### src/rtl/axis_prbs_check.sv
// rtl/axis_prbs_check.sv - PRBS stream checker with hunt/lock tracking and saturating beat/error counters
module axis_prbs_check #(
   parameter int LOCK_THRESH = 8,
   parameter int LOSS_THRESH = 4,
   parameter int LGCOUNT     = 32
) (
   input  logic               S_AXI_ACLK,
   input  logic               S_AXI_ARESET,
   input  logic               S_AXIS_TVALID,
   output logic               S_AXIS_TREADY,
   input  logic [31:0]        S_AXIS_TDATA,
   input  logic               i_clear,
   output logic               o_locked,
   output logic               o_err,
   output logic [LGCOUNT-1:0] o_beat_count,
   output logic [LGCOUNT-1:0] o_err_count
);

   localparam int C_AXIS_DATA_WIDTH = 32;
   localparam logic [C_AXIS_DATA_WIDTH-1:0] POLY = {31'h0000_2001, 1'b0};
   localparam int MW = $clog2(LOCK_THRESH + 1);
   localparam int LW = $clog2(LOSS_THRESH + 1);

   typedef enum logic {S_HUNT, S_LOCKED} state_t;

   // Successor of a word in the generator sequence
   function automatic logic [C_AXIS_DATA_WIDTH-1:0] predict(input logic [C_AXIS_DATA_WIDTH-1:0] x);
      return {^(x & POLY), x[C_AXIS_DATA_WIDTH-1:1]};
   endfunction

   state_t                       state, state_nxt;
   logic                         have_prev;
   logic [C_AXIS_DATA_WIDTH-1:0] prev_word;
   logic [C_AXIS_DATA_WIDTH-1:0] expected;
   logic [MW-1:0]                match_cnt;
   logic [LW-1:0]                miss_cnt;

   logic beat;
   logic hunt_match;
   logic lock_hit;
   logic locked_miss;
   logic loss_hit;
   logic err_inc;

   assign beat        = S_AXIS_TVALID && S_AXIS_TREADY;
   // An all-zero shift field would predict itself forever, so it never counts as a match
   assign hunt_match  = have_prev && (S_AXIS_TDATA == predict(prev_word))
                        && (prev_word[C_AXIS_DATA_WIDTH-1:1] != '0);
   assign lock_hit    = hunt_match && (match_cnt == MW'(LOCK_THRESH - 1));
   assign locked_miss = (S_AXIS_TDATA != expected);
   assign loss_hit    = locked_miss && (miss_cnt == LW'(LOSS_THRESH - 1));
   assign err_inc     = beat && (state == S_LOCKED) && locked_miss;

   // State register
   always_ff @(posedge S_AXI_ACLK) begin
      if (S_AXI_ARESET)
         state <= S_HUNT;
      else
         state <= state_nxt;
   end

   // Next-state: lock after enough consecutive predictions, drop after enough consecutive misses
   always_comb begin
      state_nxt = state;
      case (state)
         S_HUNT:   if (beat && lock_hit) state_nxt = S_LOCKED;
         S_LOCKED: if (beat && loss_hit) state_nxt = S_HUNT;
         default:  state_nxt = S_HUNT;
      endcase
   end

   // State-derived outputs
   always_comb begin
      o_locked = (state == S_LOCKED);
   end

   // Tracking datapath: previous word, free-running reference, match/miss runs, error pulse
   always_ff @(posedge S_AXI_ACLK) begin
      if (S_AXI_ARESET) begin
         have_prev     <= 1'b0;
         prev_word     <= '0;
         expected      <= '0;
         match_cnt     <= '0;
         miss_cnt      <= '0;
         o_err         <= 1'b0;
         S_AXIS_TREADY <= 1'b0;
      end else begin
         S_AXIS_TREADY <= 1'b1;
         o_err         <= 1'b0;
         if (beat) begin
            if (state == S_HUNT) begin
               prev_word <= S_AXIS_TDATA;
               have_prev <= 1'b1;
               if (have_prev) begin
                  if (lock_hit) begin
                     match_cnt <= '0;
                     miss_cnt  <= '0;
                     expected  <= predict(S_AXIS_TDATA);
                  end else if (hunt_match) begin
                     match_cnt <= match_cnt + MW'(1);
                  end else begin
                     match_cnt <= '0;
                  end
               end
            end else begin
               // Reference keeps running on errors so a single bad word costs one error
               expected <= predict(expected);
               if (locked_miss) begin
                  o_err <= 1'b1;
                  if (loss_hit) begin
                     miss_cnt  <= '0;
                     prev_word <= S_AXIS_TDATA;
                     have_prev <= 1'b1;
                     match_cnt <= '0;
                  end else begin
                     miss_cnt <= miss_cnt + LW'(1);
                  end
               end else begin
                  miss_cnt <= '0;
               end
            end
         end
      end
   end

   // Saturating counters; clear wins over a simultaneous increment
   always_ff @(posedge S_AXI_ACLK) begin
      if (S_AXI_ARESET || i_clear) begin
         o_beat_count <= '0;
         o_err_count  <= '0;
      end else begin
         if (beat && !(&o_beat_count))
            o_beat_count <= o_beat_count + LGCOUNT'(1);
         if (err_inc && !(&o_err_count))
            o_err_count <= o_err_count + LGCOUNT'(1);
      end
   end

endmodule
### config.mk
export PLATFORM = sky130hd
export DESIGN_NAME = axis_prbs_check
export DESIGN_NICKNAME = d
export VERILOG_FILES = /design/src/rtl/axis_prbs_check.sv
export SDC_FILE = /design/constraint.sdc
export NUM_CORES = 1
export LEC_CHECK = 0
export CORE_UTILIZATION = 30
export CTS_CLUSTER_SIZE = 24
export DETAILED_ROUTE_END_ITERATION = 10
export GPL_TIMING_DRIVEN = 0
export SYNTH_ARGS = -nofsm -noshare
export SYNTH_HDL_FRONTEND = slang
export SYNTH_SLANG_ARGS = --single-unit
### constraint.sdc
create_clock -name S_AXI_ACLK -period 2.5 [get_ports S_AXI_ACLK]
set_clock_uncertainty 0.15 [all_clocks]
set_input_delay 0.25 -clock S_AXI_ACLK [delete_from_list [all_inputs] [get_ports S_AXI_ACLK]]
set_output_delay 0.25 -clock S_AXI_ACLK [all_outputs]
set_load 0.005 [all_outputs]
Word-level counts from Yosys, hierarchy flattened
Cells that the tools add are included.
Word-level totals
  register bits: 139
  output and inout bits: 67
  bits of input ports: 36
  logic and storage cells: 73
Operators by class
  equal/unequal tests: 6
  reductions and logical operators: 26
  multiplexer cells: 25
  bitwise gates (word level): 2
  $add $sub $neg: 4
Operators by type and width (number)
  $mux 32: 6
  $reduce_xor 32->1: 3
  $add 32x1->32 const B: 2
  $reduce_and 32->1: 2
  $eq 32x32->1: 1
  $ne 32x32->1: 1
  $reduce_bool 31->1: 1
  $mux 4: 6
  $mux 3: 5
  $logic_and 1x1->1: 11
  $mux 1: 7
  $reduce_and 3->1: 2
  $add 4x1->4 const B: 1
  $eq 4x3->1 const B: 1
  $ne 2x1->1 const B: 2
  $reduce_and 4->1: 1
  $reduce_bool 2->1: 2
  $add 3x1->3 const B: 1
  $eq 3x2->1 const B: 1
  $reduce_or 3->1: 1
  $logic_not 1->1: 2
  $not 1->1: 2
  $pmux 1 s2: 1
  $logic_or 1x1->1: 1

Depth between registers and ports, before layout
  depth in word-level cells: 8
  depth in mapped cells: 10
  mapped depth without buffers: 8

Least setup slack after synthesis
No wires, ideal clock.
  path type: register to register
  start point: register o_err_count[0]
  end point: register o_err_count[21]
  cell stages (with the launch flop): 10
  slack: 146 ps
  buffers on the path: 1
  data arrival time: 2076 ps
  library setup time: 128 ps
  data required time: 2222 ps
  period minus slack after synthesis: 2354 ps
  cell sequence: dfxtp_1 > ha_1 > and2_1 > nand2_1 > nor4_4 > or4_1 > buf_2 > nor4b_1 > xnor2_1 > nor2_1
Between the ends
  cells in the longest elaborated chain, start to end: 3
  elaborated cells between the ends (all ways): 4
  those cells by class: 1 x add/sub; 3 x reduce/logical
Ends and longest elaborated chain
  from (decl): RTL line 16  | output logic [LGCOUNT-1:0] o_err_count
  from (signal assigned): RTL line 135  | o_err_count <= o_err_count + LGCOUNT'(1);
  branches (longest 3 deep; another with $add 32x1->32)
Several ways; the timed one is not identified.
A chain may end at the register's enable or synchronous reset.

Worst setup path after layout
  start point: input S_AXIS_TDATA[6]
  end point: register miss_cnt[1]
Between the ends
  cells in the longest elaborated chain, start to end: 6
  elaborated cells between the ends (all ways): 11
  those cells by class: 2 x eq/ne; 3 x mux; 6 x reduce/logical
Ends and longest elaborated chain
  from (decl): RTL line 11  | input logic [31:0] S_AXIS_TDATA,
  $eq 32x32->1: RTL line 47  | assign hunt_match = have_prev && (S_AXIS_TDATA == predict(prev_word))
  $logic_and 1x1->1: RTL line 47
  $logic_and 1x1->1: RTL line 48  | && (prev_word[C_AXIS_DATA_WIDTH-1:1] != '0);
  $logic_and 1x1->1: RTL line 49  | assign lock_hit = hunt_match && (match_cnt == MW'(LOCK_THRESH - 1));
  $reduce_bool 2->1 (no source line)
  $reduce_and 3->1 (no source line)
  to (signal assigned): RTL line 116  | miss_cnt <= miss_cnt + LW'(1);
  to (decl): RTL line 36  | logic [LW-1:0] miss_cnt;
Parallel ways exist; a longest one is shown, timed or not.

==> summary.txt <==
Status
  • Status: complete, but fails checks
  • Failing checks: negative setup slack

Layout
  • Nets: 944
  • Highest-count cells in the layout ignoring fill and taps: dfxtp_1, nor2_1, xor2_1, clkdlybuf4s50_1, mux2i_1
  • N_diodes: 0
  • Synthesis-to-finish area growth: 35.30%
  • Commonest non-fill, non-tap cell in the layout: dfxtp_1
  • Share of cells above drive strength 1: ~14%
  • Fin cells: 1201

STA
  • Minimum clock period: ~2.5 ns
  • Post-route setup slack: -0.0003613 ns
  • Final-report setup violation count: 1
  • Headroom to the max-slew limit: between 50% and 60%
  • WHS: between 0.05 and 0.06 ns
  • Setup tns final: -0.0003613 ns
  • Slew @ Worst Pin: between 0.7 and 0.8 ns
  • Max Fclk: 0.3999 GHz
  • RSZ-0062 raised after global routing: yes
  • Max Slew Vio Count: 0
  • Part of the cycle the worst path needs: 100.0%
  • Fin. Hold Viols: 0

Floorplanning
  • Die X: approximately 150 µm
  • Die Span Y: between 150 and 200 µm
  • Num ports: about 100
  • Starting Density: a little under a third
  • DIE AREA: around 0.024 mm²
  • Core Box Area: approximately 0.023 mm²
  • Floorplan row count: between 50 and 60

Setup path
  • Worst Path Required: between 2 and 3 ns
  • Worst path bufs/invs: 3
  • Critical path cell sequence: clkdlybuf4s50_1 > xor2_1 > nor4_2 > nand3_1 > or4_4 > o21ai_4 > buf_8 > buf_4 > mux2i_1 > nor2_1
  • Worst Path Class, Setup: in2reg
  • R2R Setup Slk: around 0.010 ns
  • CP delay by family, top: simple AND/OR/NAND/NOR gates
  • Crit end category: register
  • CP startpoint: S_AXIS_TDATA[6]
  • Worst Reg-to-Reg Cells: 9
  • Crit path DAT: about 2.7 ns
  • Worst-path maximum fanout: 6
  • Max incr delay on CP: 0.55 ns
  • FF-to-FF Start: have_prev
  • CP max stage cell: or4_4
  • Crit path launch type: input port
  • Reg2Reg Capture Point: miss_cnt[1]

Power and ir drop
  • Logic pwr share: 6.5%
  • Sequential share of power: a little over two fifths
  • NetSw: between 0.001 and 0.0015 W
  • Pwr/cell area: about 560 mW/mm²
  • Pint: roughly 0.0041 W
  • Leakage: roughly 3.4 nW
  • Clock share of power: approximately half
  • Peak supply drop: approximately 0.00041 V
  • Sw frac: 22.83%

Synth
  • Synth warn: 0
  • Syn_nets: approximately 800
  • Post-Syn Area per Cell: about 9.0 µm²
  • Netlist cell types: 47
  • Register area share after synthesis: between 30% and 40%
  • Ys flop type: dfxtp_1
  • Synth Instances: 770
  • EDFF count, synth: 0
  • Asr flop ratio synth: 0%
  • Mapped Area: 0.006908 mm²
  • FF+latch count, synth: between 100 and 150

Hold path
  • Min-Delay Endpoint: S_AXIS_TREADY
  • Tightest Hold Check Type: in2reg
  • Hold path start: S_AXI_ARESET
  • Hold Path Depth: 2

CTS
  • Clk root buf: clkbuf_16
  • Clock Tree Buf Depth: 2
  • CTS clk-pin slew, worst paths: around 0.06 ns
  • CTS tree: built
  • Num CTS Buffers: 17
  • H-tree depth: 4
  • Clock sinks: 138
  • Clk_lat worst skew: 0.43 ns

Placement
  • Placer Congestion: 0.8308
  • IO buf count: 99
  • Placed cell count: 1154
  • DP Wirelength: about 14 mm

Global route
  • Vias in the first global route: 5559
  • Grt total ovfl: 0
  • First-pass GRT wire length: ~30 mm
  • GR Util All Layers: 15.91%
  • Largest net degree at the start of global routing: 17
  • Antenna violations before repair: 0

Route
  • Residual DRC: 0
  • Vias: about 6100
  • DR iter-0 viols: 257
  • Total Wirelength: between 15 and 20 mm
  • Vias per cell: 5.045
  • Avg WL per Cell: about 16 µm
  • Post-route ant nets: 0
  • First-pass detailed-route iteration total: 4

Job
  • Total of max-cap violations: 0
==> stage by stage <==
stage	area (µm²)	setup slack (ns)	power [W]	utilization, %
after detailed placement	8255	-0.8699	0.002638	36.46
final	9346	-0.0003613	0.005253	41.28
after floorplan	6908	0.1461	0.002482	-
after CTS	8920	0.001699	0.005289	39.40
after global placement	8255	-0.8386	0.002638	36.46
after global routing	9346	-0.09641	0.005423	41.28
==> logic make-up (layout without fill, tap and decap cells) <==
family          after synthesis  in the layout  synth area share [%]
compound gates               86             86                 9.854
fa+ha+maj                     4              4                0.7245
buf+inv                      53            199                 3.441
mux                          72             72                 10.45
xor+xnor                    105            105                 13.31
simple gates                312            312                 22.22
flops                       138            138                 39.99
==> cell type report <==
class	count	area, µm²
fillers	2194	13290
clock buffers	20	446.7
inverters	9	33.78
plain buffers	43	269.0
multi-input cells	579	4125
well taps	285	356.6
repair buffers	116	1171
clock inverters	11	171.4
flip-flops and latches	138	2773
==> synthesized netlist by cell type, drive strengths merged, types with 3 or more instances <==
| cell type | n | area share (%) |
|---|---|---|
| o31ai | 3 | 0.33 |
| a211oi | 32 | 4.2 |
| a41o | 7 | 1.0 |
| xor2 | 82 | 10 |
| and3 | 14 | 1.3 |
| xnor2 | 23 | 2.9 |
| inv | 9 | 0.49 |
| dfxtp | 138 | 40 |
| nor4 | 26 | 2.6 |
| a31oi | 5 | 0.45 |
| a21oi | 11 | 0.80 |
| and2 | 7 | 0.63 |
| nor2 | 128 | 7.0 |
| nor3 | 17 | 1.2 |
| o21ai | 15 | 1.1 |
| nand4 | 23 | 2.1 |
| and4 | 5 | 0.63 |
| nand3 | 20 | 1.4 |
| or2 | 4 | 0.36 |
| nand2 | 40 | 2.2 |
| o311ai | 4 | 0.76 |
| or4 | 4 | 0.54 |
| ha | 4 | 0.72 |
| mux2i | 71 | 10 |
| nor3b | 3 | 0.33 |
| clkbuf | 31 | 1.7 |
| or3 | 18 | 1.6 |
| buf | 13 | 1.2 |
==> state kept, by name, summed over array words and instances (netlist names), 3 cells and up <==
register and count:
o_err_count 32, o_beat_count 32, expected 32, prev_word 31
miss_cnt 3, match_cnt 4
==> repair_timing <==
action / CTS / global route
cloned: 0 / 3
pin swaps: 3 / 23
resized for setup: 31 / 77
hold buffers: 1 / 0
endpoints found under the hold margin: 1 / 0
setup buffers: 2 / 11
endpoints found under the setup margin: 91 / 104
==> worst max-delay path by stage <==
stage / slack [ns] / end / cells past startpoint
final: -0.0004 / miss_cnt[1] / 10
after global routing: -0.1 / miss_cnt[0] / 9
after CTS: 0.002 / o_err_count[22] / 8
after detailed placement: -0.87 / o_err_count[3] / 9
after global placement: -0.84 / o_err_count[3] / 9
after floorplan: 0.15 / o_err_count[21] / 9
==> per-layer routing <==
layer / track usage [%] / routed length (µm) / vias up
met5: 0 / 0 / -
met1: 21.23 / 8955 / 2893
met4: 4.762 / 243 / 0
li1: - / - / 2992
met3: 3.551 / 821 / 22
met2: 25.52 / 8734 / 152
==> power groups by stage <==
stage | registers, W | clock network, W | logic, W
final | 0.00225 | 0.00266 | 0.000340
after floorplan | 0.00229 | 0 | 0.000187
after CTS | 0.00225 | 0.00270 | 0.000332
after global placement | 0.00230 | 0 | 0.000337
after detailed placement | 0.00230 | 0 | 0.000337
after global routing | 0.00226 | 0.00280 | 0.000369
(Power assumes the default switching activity.)
